==> src/rtl/pop_threshold_detector_if.sv <==
// Stream bundle for pop_threshold_detector: input beat channel (vector +
// threshold) and registered output channel (popcount + hit flag).
interface pop_threshold_detector_if #(
    parameter int NBITS = 8,
    parameter int CW    = $clog2(NBITS + 1)
);
    // Handshake: a beat moves on a channel at a rising clock edge where both
    // its valid and its ready are 1. A producer holding valid=1 keeps its data
    // stable until that edge; ready may depend combinationally on the far side.
    logic             in_val;
    logic             in_rdy;
    logic [NBITS-1:0] in_data;
    logic [CW-1:0]    thresh;
    logic             out_val;
    logic             out_rdy;
    logic [CW-1:0]    out_count;
    logic             out_hit;

    // Producer of input beats and consumer of results.
    modport master (
        output in_val, in_data, thresh, out_rdy,
        input  in_rdy, out_val, out_count, out_hit
    );

    // The detector itself.
    modport slave (
        input  in_val, in_data, thresh, out_rdy,
        output in_rdy, out_val, out_count, out_hit
    );
endinterface

==> src/rtl/pop_threshold_detector.sv <==
// Streaming popcount threshold detector. Each accepted beat is reduced to its
// set-bit count, compared against the threshold sampled with it, and the
// result is presented one cycle later. A run of RUN_LEN consecutive accepted
// hits sets a sticky alarm that only alarm_clr or reset can clear.
module pop_threshold_detector #(
    parameter int NBITS   = 8,
    parameter int RUN_LEN = 3,
    localparam int CW     = $clog2(NBITS + 1)
) (
    input  logic                      clk,
    input  logic                      reset,
    pop_threshold_detector_if.slave   bus,
    input  logic                      alarm_clr,
    output logic                      alarm,
    output logic [1:0]                dbg_state
);
    localparam int RW = $clog2(RUN_LEN + 1);

    typedef enum logic [1:0] {
        IDLE   = 2'd0,
        ARMING = 2'd1,
        ALARM  = 2'd2
    } state_t;

    state_t           state;
    logic [RW-1:0]    run;
    logic             alarm_q;

    logic             out_val_q;
    logic [CW-1:0]    out_count_q;
    logic             out_hit_q;

    logic [CW-1:0]    pop;
    logic             hit_now;
    logic             accept;
    logic [RW-1:0]    run_next;

    // Ready whenever the output slot is empty or is being drained this cycle.
    assign bus.in_rdy = !out_val_q || bus.out_rdy;
    assign accept     = bus.in_val && bus.in_rdy;

    // Count the set bits of the incoming vector; CW bits hold 0..NBITS exactly.
    always_comb begin
        pop = '0;
        for (int i = 0; i < NBITS; i++) begin
            pop = pop + CW'(bus.in_data[i]);
        end
    end

    // Unsigned compare; thresh above NBITS can never be reached.
    assign hit_now = (pop >= bus.thresh);

    // Run counter saturates at RUN_LEN so it never wraps while alarmed.
    assign run_next = !hit_now            ? '0 :
                      (run == RW'(RUN_LEN)) ? run : run + RW'(1);

    // Output register: load on accept, drop valid on a bare handoff, else hold.
    always_ff @(posedge clk or negedge reset) begin
        if (!reset) begin
            out_val_q   <= 1'b0;
            out_count_q <= '0;
            out_hit_q   <= 1'b0;
        end else if (accept) begin
            out_val_q   <= 1'b1;
            out_count_q <= pop;
            out_hit_q   <= hit_now;
        end else if (bus.out_rdy) begin
            out_val_q   <= 1'b0;
        end
    end

    // Alarm FSM with its run counter; alarm_clr wins over a same-cycle accept.
    always_ff @(posedge clk or negedge reset) begin
        if (!reset) begin
            state   <= IDLE;
            run     <= '0;
            alarm_q <= 1'b0;
        end else if (alarm_clr) begin
            state   <= IDLE;
            run     <= '0;
            alarm_q <= 1'b0;
        end else if (accept) begin
            run <= run_next;
            case (state)
                IDLE, ARMING: begin
                    if (run_next == RW'(RUN_LEN)) begin
                        state   <= ALARM;
                        alarm_q <= 1'b1;
                    end else if (hit_now) begin
                        state   <= ARMING;
                    end else begin
                        state   <= IDLE;
                    end
                end
                ALARM: begin
                    state   <= ALARM;
                    alarm_q <= 1'b1;
                end
                default: begin
                    state   <= IDLE;
                    run     <= '0;
                    alarm_q <= 1'b0;
                end
            endcase
        end
    end

    assign bus.out_val   = out_val_q;
    assign bus.out_count = out_count_q;
    assign bus.out_hit   = out_hit_q;
    assign alarm         = alarm_q;
    assign dbg_state     = state;
endmodule

==> src/flat_wrapper.sv <==
// flat-port wrapper written by rule: the top's interface ports become plain ports
module pop_threshold_detector_flat 
#(
    parameter int NBITS   = 8,
    parameter int RUN_LEN = 3,
    localparam int CW     = $clog2(NBITS + 1)
)
  (clk, reset, alarm_clr, alarm, dbg_state, bus_in_val, bus_in_data, bus_thresh, bus_out_rdy, bus_in_rdy, bus_out_val, bus_out_count, bus_out_hit);
  pop_threshold_detector_if #(.NBITS(NBITS)) bus_i ();
  input  logic clk;
  input  logic reset;
  input  logic alarm_clr;
  output logic alarm;
  output logic [1:0] dbg_state;
  input wire logic [$bits(bus_i.in_val)-1:0] bus_in_val;
  input wire logic [$bits(bus_i.in_data)-1:0] bus_in_data;
  input wire logic [$bits(bus_i.thresh)-1:0] bus_thresh;
  input wire logic [$bits(bus_i.out_rdy)-1:0] bus_out_rdy;
  output wire logic [$bits(bus_i.in_rdy)-1:0] bus_in_rdy;
  output wire logic [$bits(bus_i.out_val)-1:0] bus_out_val;
  output wire logic [$bits(bus_i.out_count)-1:0] bus_out_count;
  output wire logic [$bits(bus_i.out_hit)-1:0] bus_out_hit;
  assign bus_i.in_val = bus_in_val;
  assign bus_i.in_data = bus_in_data;
  assign bus_i.thresh = bus_thresh;
  assign bus_i.out_rdy = bus_out_rdy;
  assign bus_in_rdy = bus_i.in_rdy;
  assign bus_out_val = bus_i.out_val;
  assign bus_out_count = bus_i.out_count;
  assign bus_out_hit = bus_i.out_hit;
  pop_threshold_detector #(.NBITS(NBITS), .RUN_LEN(RUN_LEN)) u_core (.clk(clk), .reset(reset), .bus(bus_i), .alarm_clr(alarm_clr), .alarm(alarm), .dbg_state(dbg_state));
endmodule
==> config.mk <==
export PLATFORM = sky130hd
export DESIGN_NAME = pop_threshold_detector_flat
export DESIGN_NICKNAME = d
export VERILOG_FILES = /design/src/rtl/pop_threshold_detector_if.sv /design/src/rtl/pop_threshold_detector.sv /design/src/flat_wrapper.sv
export SDC_FILE = /design/constraint.sdc
export NUM_CORES = 1
export LEC_CHECK = 0
export CORE_MARGIN = 4
export CORE_UTILIZATION = 44
export CTS_BUF_LIST = sky130_fd_sc_hd__clkbuf_16
export CTS_CLUSTER_SIZE = 28
export DETAILED_ROUTE_END_ITERATION = 8
export PLACE_DENSITY_LB_ADDON = 0.05
export SLEW_MARGIN = 20
export SYNTH_ARGS = -nofsm -noshare
export SYNTH_HDL_FRONTEND = slang
export SYNTH_SLANG_ARGS = --single-unit
export TNS_END_PERCENT = 20
==> constraint.sdc <==
create_clock -name clk -period 1.45 [get_ports clk]
set_clock_uncertainty 0.2 [all_clocks]
set_input_delay 0.2175 -clock clk [delete_from_list [all_inputs] [get_ports clk]]
set_output_delay 0.2175 -clock clk [all_outputs]
set_load 0.02 [all_outputs]
=== After elaboration in Yosys (flattened, before gate mapping) ===
Cells that the tools add are included.

* Bits in registers: 11
* Input bits: 17
* Output and inout port bits: 10
* Logic and storage cells: 45

* Add/subtract/negate cells: 8
* Magnitude comparators: 1
* Equal/unequal tests: 5
* Muxes and demuxes: 16
* Reduce and logical (&&, ||, !) cells: 9

{| class="wikitable"
|+ Operators by type and width
! operator !! number
|-
| $add 4x1->4 || 6
|-
| $mux 2 || 8
|-
| $eq 2x2->1 const B || 3
|-
| $mux 1 || 6
|-
| $ge 4x4->1 || 1
|-
| $pmux 2 s2 || 1
|-
| $reduce_bool 2->1 || 2
|-
| $ne 3x2->1 const B || 1
|-
| $reduce_or 3->1 || 1
|-
| $add 1x1->2 || 1
|-
| $add 2x1->2 const B || 1
|-
| $eq 2x1->1 const B || 1
|-
| $logic_not 2->1 || 1
|-
| $pmux 1 s2 || 1
|-
| $reduce_and 2->1 || 1
|-
| $reduce_or 2->1 || 1
|-
| $logic_and 1x1->1 || 1
|-
| $logic_not 1->1 || 1
|-
| $logic_or 1x1->1 || 1
|}

=== Longest topological paths before layout ===
* Word-level depth: 14
* Depth in mapped cells: 14
* Mapped depth without buffers: 14

=== Worst setup path after synthesis ===
No wires, ideal clock.

* Path type: input-to-reg
* From: input bus_in_data[0]
* To: register u_core.run[0]
* Setup time: 0.110 ns
* Data arrival time: 3.100 ns
* Data required time: 1.140 ns
* Path slack: -1.961 ns
* Cell stages on the path: 14
* Buffers on the path: 0
* Cells stage by stage: ha_1 > inv_1 > fa_1 > fa_1 > inv_1 > fa_1 > inv_1 > fa_1 > xnor2_1 > ha_1 > o21a_1 > nor2_1 > a21o_1 > o41ai_1

* Longest elaborated chain between the ends: 12

{| class="wikitable"
|+ Ends and longest elaborated chain
! item !! line !! text
|-
| start: declaration || flat_wrapper.sv:16 || <nowiki>input wire logic [$bits(bus_i.in_data)-1:0] bus_in_data;</nowiki>
|-
| $add 1x1->2 || pop_threshold_detector.sv:46 || <nowiki>pop = pop + CW'(bus.in_data[i]);</nowiki>
|-
| $add 4x1->4 (6 in a row) || pop_threshold_detector.sv:46 ||
|-
| named net u_core.pop[2] || pop_threshold_detector.sv:33 || <nowiki>logic [CW-1:0] pop;</nowiki>
|-
| $ge 4x4->1 || pop_threshold_detector.sv:51 || <nowiki>assign hit_now = (pop >= bus.thresh);</nowiki>
|-
| $mux 2 || pop_threshold_detector.sv:54 || <nowiki>assign run_next = !hit_now ? '0 :</nowiki>
|-
| $mux 2 || pop_threshold_detector.sv:84 || <nowiki>case (state)</nowiki>
|-
| $mux 2 || pop_threshold_detector.sv:82 || <nowiki>end else if (accept) begin</nowiki>
|-
| $mux 2 || pop_threshold_detector.sv:78 || <nowiki>end else if (alarm_clr) begin</nowiki>
|-
| end signal: assignment || pop_threshold_detector.sv:83 || <nowiki>run <= run_next;</nowiki>
|-
| end: declaration || pop_threshold_detector.sv:26 || <nowiki>logic [RW-1:0] run;</nowiki>
|}

The timed path passes the listed nets, and every way through them passes these cells. The select of a mux whose other input is x is not followed.
A chain may end at the register's enable or synchronous reset.

=== Final worst setup path ===
* From: input bus_in_data[1]
* To: register u_core.run[0]

The elaborated chain is that of the path after synthesis.

==> impl_results.md <==
* Final setup TNS at -16250 ps
* Post-synthesis sequential area ratio at 0.351
* First-pass GRT wire length at between 2000 and 3000 um
* # setup viols final at 10
* Final WS setup at -1990 ps
* Period utilization at 2.37
* Final hold violations at 0
* Longest Clk Path Bufs at 2
* Vias at roughly 710
* Dpl hpwl at 1330 um
* DRT antenna net count at 0
* Failing checks: setup timing
* Initial core utilization at 0.492
* Endpoint type of the worst setup path: flip-flop
* Yosys cell types at 30
* Share of cells above drive strength 1 at 0.311
* Fillers at slightly above 100
* HP Class: in2async
* Critical path's slowest cell: fa_1
* CP max stage delay at between 500 and 600 ps
* Crit path required time at about 1400 ps
* Critical path type: in2reg
* Crit start category: input pin
* Rel. slew slack at 0.743
* Footprint of the multi-input gates at about 520 sq um
* Clock latency on the worst-skew pair at about 240 ps
* Rows at 14
* Syn avg cell area at a little under 10 sq um
* Reg-to-reg endpoint: u_core.run[0]
* Maximum clock frequency at between 0.2 and 0.3 GHz
* TritonRoute pass-1 iters at 5
* Most frequent cells in the layout: inv_1, clkdlybuf4s50_1, dlygate4sd2_1, buf_4, dfrtp_1
* CP endpoint: u_core.run[0]
* Clock buffers created by TritonCTS at 3
* Post-synth top flop: dfrtp_1
* Commonest non-fill, non-tap cell in the layout: inv_1
* Area occupied by registers at around 280 sq um
* Vias per cell at around 5
* Synth-to-Final Area Change at 64.9%
* Port bufs at 26
* Reg-to-reg setup timing slack at -60 ps
* Crit Reg-Reg Startpoint: u_core.bus.out_val
* Status: complete, but fails checks
* Final min period at 3440 ps
* RSZ-0062 raised after global routing: true
* Synth Net Count at 108
* Static Leak at 0.655 nW
* Synth warnings at 0
* Clock slew at reported path FFs at around 40 ps
* Max-cap violations at 0
* Core Region at ~0.0016 sq mm
* Die footprint at 0.00252 sq mm
* Synth Instances at 80
* 1st-iter DRT viols at 8
* CTS Root Buffer Type: clkbuf_16
* Max VDD drop at 876 uV
* Die Ht at about 50 um
* Number of cells on the worst reg-to-reg path at 5
* GR Overflow Total at 0
* Crit path from: bus_in_data[1]
* CTS tree: done
* Die W at between 50 and 60 um
* Sink Count at 11
* Worst path most repeated cell: inv_2
* Util after Layout at 0.812
* Max-slew violations at 0
* Diodes inserted at 0
* Power Dens Cells at between 1000 and 1500 mW/mm^2
* Yosys reg bits at 11
* DR WL/cell at around 13 um
* I/O pins at 27
* Final Wtd Congestion at between 0.7 and 0.8
* H-tree levels at 1
* Synthesized cell area at roughly 780 sq um
* Worst-path cell chain: buf_6 -> ha_4 -> inv_2 -> fa_1 -> fa_1 -> inv_2 -> fa_2 -> inv_2 -> fa_2 -> xnor2_2 -> ha_1 -> o21a_1 -> nor2_2 -> a21o_4 -> o41ai_4
* Final #Nets at about 150
* Initial antenna violation count at 0
* Pin count of the biggest net entering global routing at 12
* Vias in the first global route at slightly above 700
* FFs w/ async S/R, synth at 1.00
* Number of flops mapped to enable cells by yosys at 0
* Final wirelength at a little under 2000 um
* GRT Total Usage at 0.155
* Slew @ Worst Pin at roughly 380 ps
* Crit path DAT at 3360 ps
* Max FO, Critical Path at 3
* DRC at 0
## cells by family after synthesis
| kind of cell | share of synthesized area |
|---|---|
| mux | 0.0287 |
| compound gates | 0.144 |
| simple gates | 0.150 |
| buf+inv | 0.102 |
| xor+xnor | 0.0112 |
| flops | 0.351 |
| fa+ha+maj | 0.214 |
## cell usage after synthesis (2+ instances only)
cell / n / area, sq um
a21oi_1: 3 / 15.0
dfrtp_1: 11 / 275
fa_1: 4 / 80.1
ha_1: 7 / 87.6
inv_1: 17 / 63.8
mux2_1: 2 / 22.5
nand2_1: 4 / 15.0
nand3b_1: 3 / 22.5
nor2_1: 3 / 11.3
o21ai_0: 5 / 25.0
o21ai_1: 2 / 10.0
## state kept, by name, summed over array words and instances, names as in the netlist
name,count
u_core.bus.out_val,1
u_core.dbg_state,2
u_core.bus.out_hit,1
u_core.run,2
u_core.alarm,1
u_core.bus.out_count,4
## layer usage
metal,share of wire,track usage
met4,0.0031,0.0276
met5,0,0
met1,0.41,0.179
met2,0.52,0.278
met3,0.071,0.0503
## final cells by class
| cell class | count | share of cell area |
|---|---|---|
| multi-input cells | 50 | 0.401 |
| repair buffers | 37 | 0.252 |
| flip-flops and latches | 11 | 0.213 |
| clock buffers | 3 | 0.0580 |
| inverters | 17 | 0.0493 |
| well taps | 24 | 0.0232 |
| clock inverters | 1 | 0.00290 |
## worst max-delay path: cells and delay by family
kind / cells / cell delay (ps)
buffers and inverters: 4 / 230
AOI/OAI and AO/OA: 3 / 710
adders and majority gates: 6 / 2020
xor gates and xnor gates: 1 / 150
and+or+nand+nor: 1 / 50
## worst min path at each step
stage | startpoint | to | slack [ps] | cells past startpoint
floorplan | reset | u_core.alarm | -280 | 0
global placement | u_core.bus.out_hit | u_core.bus.out_hit | 260 | 2
detailed placement | u_core.bus.out_count[0] | u_core.bus.out_count[0] | 270 | 2
CTS | reset | u_core.bus.out_count[0] | 90 | 2
global route | reset | u_core.bus.out_count[0] | 110 | 2
finish | reset | u_core.bus.out_count[0] | 80 | 2
## power by group
group / total (mW) / switching (mW) / internal (mW)
logic: 0.664 / 0.344 / 0.320
clock network: 0.493 / 0.132 / 0.361
registers: 0.384 / 0.0243 / 0.360
total: 1.54 / 0.500 / 1.04
## metrics by stage
stage	cell area [sq um]	std cells	power (mW)	hold WS [ps]	setup slack [ps]
after floorplan	810	80	0.710	-278	-1940
after global placement	1140	136	0.923	262	-2610
after detailed placement	1140	136	0.942	270	-2650
after CTS	1240	141	1.46	91.9	-2140
after global routing	1290	143	1.63	108	-2130
final	1290	143	1.54	79.7	-1990
## timing repair
action / 4_1_cts / 5_1_grt
buffers inserted: 1 / 2
pin swaps: 15 / 11
hold buffers: 0 / 0
resized for setup: 33 / 7
setup endpoints to repair: 20 / 10
No activity file was read; power rests on OpenSTA's default activity.
